`src/rtl/pipo_pkg.sv`:
```
// rtl/pipo_pkg.sv - shared mode and FSM state encodings for pipo_univ_shreg
//
// Purpose : manual-mode opcodes and auto-serialise FSM state encodings.
// Ports   : none (package).

package pipo_pkg;

    localparam logic [2:0] MODE_HOLD = 3'b000;
    localparam logic [2:0] MODE_LOAD = 3'b001;
    localparam logic [2:0] MODE_SHL  = 3'b010;
    localparam logic [2:0] MODE_SHR  = 3'b011;
    localparam logic [2:0] MODE_ROL  = 3'b100;
    localparam logic [2:0] MODE_ROR  = 3'b101;
    localparam logic [2:0] MODE_ASR  = 3'b110;

    typedef enum logic [1:0] {
        ST_IDLE  = 2'b00,
        ST_SHIFT = 2'b01,
        ST_DONE  = 2'b10
    } state_e;

endpackage

```
`src/rtl/shreg_next.sv`:
```
// rtl/shreg_next.sv - combinational next-value mux for the manual modes
//
// Purpose : computes the value q would take for a given manual mode.
// Ports   : q_i      current register contents
//           mode_i   manual operation select
//           din_i    parallel load data
//           si_msb_i serial bit entering the MSB on right shifts
//           si_lsb_i serial bit entering the LSB on left shifts
//           q_next_o candidate next value

module shreg_next
    import pipo_pkg::*;
#(
    parameter int WIDTH = 4
) (
    input  logic [WIDTH-1:0] q_i,
    input  logic [2:0]       mode_i,
    input  logic [WIDTH-1:0] din_i,
    input  logic             si_msb_i,
    input  logic             si_lsb_i,
    output logic [WIDTH-1:0] q_next_o
);

    always_comb begin
        q_next_o = q_i;
        case (mode_i)
            MODE_LOAD: q_next_o = din_i;
            MODE_SHL:  q_next_o = {q_i[WIDTH-2:0], si_lsb_i};
            MODE_SHR:  q_next_o = {si_msb_i, q_i[WIDTH-1:1]};
            MODE_ROL:  q_next_o = {q_i[WIDTH-2:0], q_i[WIDTH-1]};
            MODE_ROR:  q_next_o = {q_i[0], q_i[WIDTH-1:1]};
            MODE_ASR:  q_next_o = {q_i[WIDTH-1], q_i[WIDTH-1:1]};
            // MODE_HOLD and the reserved encoding keep q unchanged
            default:   q_next_o = q_i;
        endcase
    end

endmodule

```
`src/rtl/pipo_univ_shreg.sv`:
```
// rtl/pipo_univ_shreg.sv - WIDTH-bit universal shift register with auto-serialise
//
// Purpose : universal register (hold/load/shift/rotate/asr) plus an FSM that
//           loads a word and shifts it out LSB-first over WIDTH cycles.
// Ports   : clk, rst (async active-low)
//           en, mode, din, si_msb, si_lsb   manual-mode controls and data
//           start                            auto-serialise request
//           q, qbar, so_msb, so_lsb          register value and serial taps
//           busy, done, cnt                  serialise status

module pipo_univ_shreg
    import pipo_pkg::*;
#(
    parameter int               WIDTH   = 4,
    parameter logic [WIDTH-1:0] RST_VAL = {WIDTH{1'b0}}
) (
    input  logic                         clk,
    input  logic                         rst,
    input  logic                         en,
    input  logic [2:0]                   mode,
    input  logic [WIDTH-1:0]             din,
    input  logic                         si_msb,
    input  logic                         si_lsb,
    input  logic                         start,
    output logic [WIDTH-1:0]             q,
    output logic [WIDTH-1:0]             qbar,
    output logic                         so_msb,
    output logic                         so_lsb,
    output logic                         busy,
    output logic                         done,
    output logic [$clog2(WIDTH+1)-1:0]   cnt
);

    localparam int            CW       = $clog2(WIDTH + 1);
    localparam logic [CW-1:0] LAST_CNT = CW'(WIDTH - 1);

    state_e            state_q, state_d;
    logic [WIDTH-1:0]  q_q, q_d;
    logic [CW-1:0]     cnt_q, cnt_d;
    logic [WIDTH-1:0]  manual_next;

    shreg_next #(
        .WIDTH (WIDTH)
    ) u_next (
        .q_i      (q_q),
        .mode_i   (mode),
        .din_i    (din),
        .si_msb_i (si_msb),
        .si_lsb_i (si_lsb),
        .q_next_o (manual_next)
    );

    always_ff @(posedge clk or negedge rst) begin
        if (!rst) begin
            state_q <= ST_IDLE;
            q_q     <= RST_VAL;
            cnt_q   <= '0;
        end else begin
            state_q <= state_d;
            q_q     <= q_d;
            cnt_q   <= cnt_d;
        end
    end

    // Next state plus datapath: start wins over manual modes in IDLE, and
    // every input except si_msb is ignored once serialising has begun.
    always_comb begin
        state_d = state_q;
        q_d     = q_q;
        cnt_d   = cnt_q;
        case (state_q)
            ST_IDLE: begin
                if (start) begin
                    state_d = ST_SHIFT;
                    q_d     = din;
                    cnt_d   = '0;
                end else if (en) begin
                    q_d = manual_next;
                end
            end
            ST_SHIFT: begin
                q_d   = {si_msb, q_q[WIDTH-1:1]};
                cnt_d = cnt_q + CW'(1);
                // this edge performs the WIDTH-th shift
                if (cnt_q == LAST_CNT) begin
                    state_d = ST_DONE;
                end
            end
            ST_DONE: begin
                state_d = ST_IDLE;
            end
            default: begin
                state_d = ST_IDLE;
            end
        endcase
    end

    always_comb begin
        busy = (state_q == ST_SHIFT);
        done = (state_q == ST_DONE);
    end

    assign q      = q_q;
    assign qbar   = ~q_q;
    assign so_msb = q_q[WIDTH-1];
    assign so_lsb = q_q[0];
    assign cnt    = cnt_q;

endmodule

```
`config.mk`:
```
export PLATFORM = sky130hd
export DESIGN_NAME = pipo_univ_shreg
export DESIGN_NICKNAME = d
export VERILOG_FILES = /design/src/rtl/pipo_pkg.sv /design/src/rtl/shreg_next.sv /design/src/rtl/pipo_univ_shreg.sv
export SDC_FILE = /design/constraint.sdc
export NUM_CORES = 1
export LEC_CHECK = 0
export ABC_CLOCK_PERIOD_IN_PS = 2700
export CAP_MARGIN = 30
export CORE_UTILIZATION = 45
export DETAILED_ROUTE_END_ITERATION = 10
export GPL_TIMING_DRIVEN = 1
export HOLD_SLACK_MARGIN = 0.06
export PLACE_DENSITY = 0.88
export SLEW_MARGIN = 20
export SYNTH_ARGS = -nofsm -noshare
export SYNTH_HDL_FRONTEND = slang
export SYNTH_HIERARCHICAL = 1
export SYNTH_SLANG_ARGS = --single-unit
```
`constraint.sdc`:
```
create_clock -name clk -period 2.7 [get_ports clk]
set_input_delay 0.54 -clock clk [delete_from_list [all_inputs] [get_ports clk]]
set_output_delay 0.54 -clock clk [all_outputs]
set_load 0.02 [all_outputs]
```
==> impl_metrics.env <==
export IMPL_area_growth_pct=36.9
export IMPL_dpl_instance_area_mm2=0.00102
export IMPL_synthXorXnorAreaFrac=0.0115
export IMPL_fmax_mhz=434
export IMPL_gp_congestion=0.835
export IMPL_fin_crit_ns=2.31
export IMPL_relSlewSlack=0.676
export IMPL_path_clk_slew_ns=0.06
export IMPL_die_area_mm2=0.00186
export IMPL_post_synth_top_area_cell="dfrtp_1"
export IMPL_crit_path_start_kind="input port"
export IMPL_status="completed"
export IMPL_setup_tns_ns=0
export IMPL_worstSetupPathType="in2reg"
export IMPL_cp_max_fo=15
export IMPL_synth_mux_area_frac=0.164
export IMPL_synth_area_leaders="dfrtp_1 (30%), mux2i_1 (10%), buf_4 (4.9%)"
export IMPL_start_util=0.495
export IMPL_io_pins=28
export IMPL_ant_nets=0
export IMPL_slew_violations=0
export IMPL_synth_nets=100
export IMPL_drv_cap=0
export IMPL_yosysTopAreaCellShare=0.295
export IMPL_cts_buffer_depth=2
export IMPL_cellPowerDensity_mw_per_mm2=1040
export IMPL_hold_violations=0
export IMPL_grt_pass1_wl_um=2880
export IMPL_skew_ns=0.00144
export IMPL_seq_area_frac_synth=0.295
export IMPL_fp_dieH_um=43.2
export IMPL_die_x_um=43.2
export IMPL_yosysUniqueCellTypes=33
export IMPL_track_usage=0.207
export IMPL_fin_nets=127
export IMPL_via_per_inst=5.83
export IMPL_syn_area_per_cell_um2=8.98
export IMPL_place_port_buffers=27
export IMPL_path_cells="clkdlybuf4s50_1 > o211ai_1 > nand3_1 > o221a_2 > mux2_1 > mux2i_1 > o21ai_1"
export IMPL_wl_per_cell_um=14.0
export IMPL_grt_overflow_total=0
export IMPL_rsz0062_at_grt="no"
export IMPL_synth_top_family_by_area="compound AO/OA/AOI/OAI gates"
export IMPL_ir_drop_v=0.000583
export IMPL_timing_final_crit_share=0.854
export IMPL_antenna_found_initial=0
export IMPL_slowest_stage="clkdlybuf4s50_1"
export IMPL_ys_warn_count=6
export IMPL_routed_wl_um=1780
export IMPL_yosys_area_share_simple=0.184
export IMPL_synth_cells=85
export IMPL_synth_adder_area_share=0.0328
export IMPL_postCtsResizedCells=0
export IMPL_grt_max_degree=16
export IMPL_drc_errors=0
export IMPL_h_tree_depth=1
export IMPL_ctsHoldBuffers=0
export IMPL_core_mm2=0.00154
export IMPL_tritoncts="done"
export IMPL_via_count=741
export IMPL_cts_buffers=3
export IMPL_holdWs_ns=0.531
export IMPL_end_kind="flip-flop"
export IMPL_fp_row_count=14
export IMPL_finalInstanceArea_mm2=0.00104
export IMPL_diodes=0
export IMPL_synth_compound_area_frac=0.223
export IMPL_crit_arrival_ns=2.44
export IMPL_grt_pass1_vias=690
export IMPL_drt_initial_drc_count=13
export IMPL_cts_root_buf="clkbuf_4"
export IMPL_hold_class="reg2reg"
export IMPL_first_pass_iters=4
export IMPL_fillCellCount=142
export IMPL_drive_above_1_share=0.0991
export IMPL_finalSetupViolations=0
export IMPL_dp_hpwl_um=1320
export IMPL_synth_seq_cells=9
export IMPL_clock_sinks=9
export IMPL_postCtsSetupRepairBufs=0
export IMPL_critPathMaxStageDelay_ns=0.66
export IMPL_syn_area_um2=763
export IMPL_leakage_nw=0.458
export IMPL_worstMarginPinSlew_ns=0.485
export IMPL_required_ns=2.84
export IMPL_clock_latency_ns=0.25
[power by group]
part	internal, W	total (W)	switching, W
clock network	0.0000568	0.000102	0.0000449
logic	0.000351	0.000662	0.000311
registers	0.000201	0.000318	0.000117
total	0.000609	0.00108	0.000473
[layout make-up]
type | count | area, um^2 | area share
clock buffer | 4 | 26.3 | 0.0251
timing repair buffer | 28 | 278 | 0.266
inverter | 7 | 26.3 | 0.0251
tap | 16 | 20.0 | 0.0192
multi-input combinational | 63 | 469 | 0.449
sequential | 9 | 225 | 0.216
[synth_stat cells (all sizes together)]
| cell type | count |
|---|---|
| o21ai | 11 |
| nor2 | 3 |
| xor2 | 1 |
| mux2i | 8 |
| o21bai | 1 |
| a21oi | 5 |
| nand2b | 2 |
| nand2 | 4 |
| or3b | 1 |
| nor4bb | 1 |
| and2 | 1 |
| and3 | 1 |
| nor2b | 2 |
| ha | 2 |
| nor3 | 2 |
| buf | 6 |
| nand3 | 1 |
| and3b | 1 |
| nand3b | 1 |
| a221o | 1 |
| o221a | 3 |
| a22o | 2 |
| o211ai | 2 |
| mux2 | 4 |
| inv | 7 |
| or2 | 1 |
| dfrtp | 9 |
| a31oi | 1 |
| and4bb | 1 |
[flip-flops by register name, indices dropped and copies added (netlist names)]
register  count
q             4
cnt           3
state_q       2
[layout by cell type, fill, tap and decap left out, drive strengths merged, types with 3 or more instances in the layout]
cell and instances:
clkdlybuf4s50 27, o21ai 11, dfrtp 9, mux2i 8
inv 7, a21oi 5, nand2 4, mux2 4
clkbuf 4, nor2 3, o221a 3
[worst max-delay path: cells and delay by family]
kind,cells,cell delay (ns)
multiplexers,2,0.43
buffers and inverters,1,0.66
AO/OA/AOI/OAI,3,0.71
AND/OR/NAND/NOR,1,0.11
[routing by layer]
metal | track usage | routed length, um
met3 | 0.0170 | 107
met5 | 0 | 0
met2 | 0.376 | 894
met1 | 0.231 | 779
met4 | 0.115 | 0
[through the flow]
step                      total power (W)  setup WS, ns  instances   util
after floorplan                  0.000710         0.901         85      -
after global placement           0.000969         0.191        123  0.661
after detailed placement         0.000987         0.139        123  0.661
after CTS                         0.00109         0.416        127  0.678
after global routing              0.00116         0.263        127  0.678
final                             0.00108         0.394        127  0.678
[logic make-up (layout without fill, tap and decap cells)]
family	count (synthesis)	count (layout)
AOI/OAI and AO/OA	26	26
xor gates and xnor gates	1	1
adders and majority gates	2	2
buffers and inverters	13	39
DFF	9	9
muxes	12	12
and+or+nand+nor	22	22
[path summary, 6_finish.rpt]
kind	start	end	slack (ns)	depth (start not counted)
min reg2reg	cnt[0]	cnt[0]	0.53	1
max in group asynchronous	rst	q[1]	1.81	1
max reg2reg	q[1]	q[0]	0.98	6
min in group asynchronous	rst	state_q[1]	0.59	1
max	mode[1]	q[0]	0.39	7
min	cnt[0]	cnt[0]	0.53	1
(Power assumes the default switching activity.)
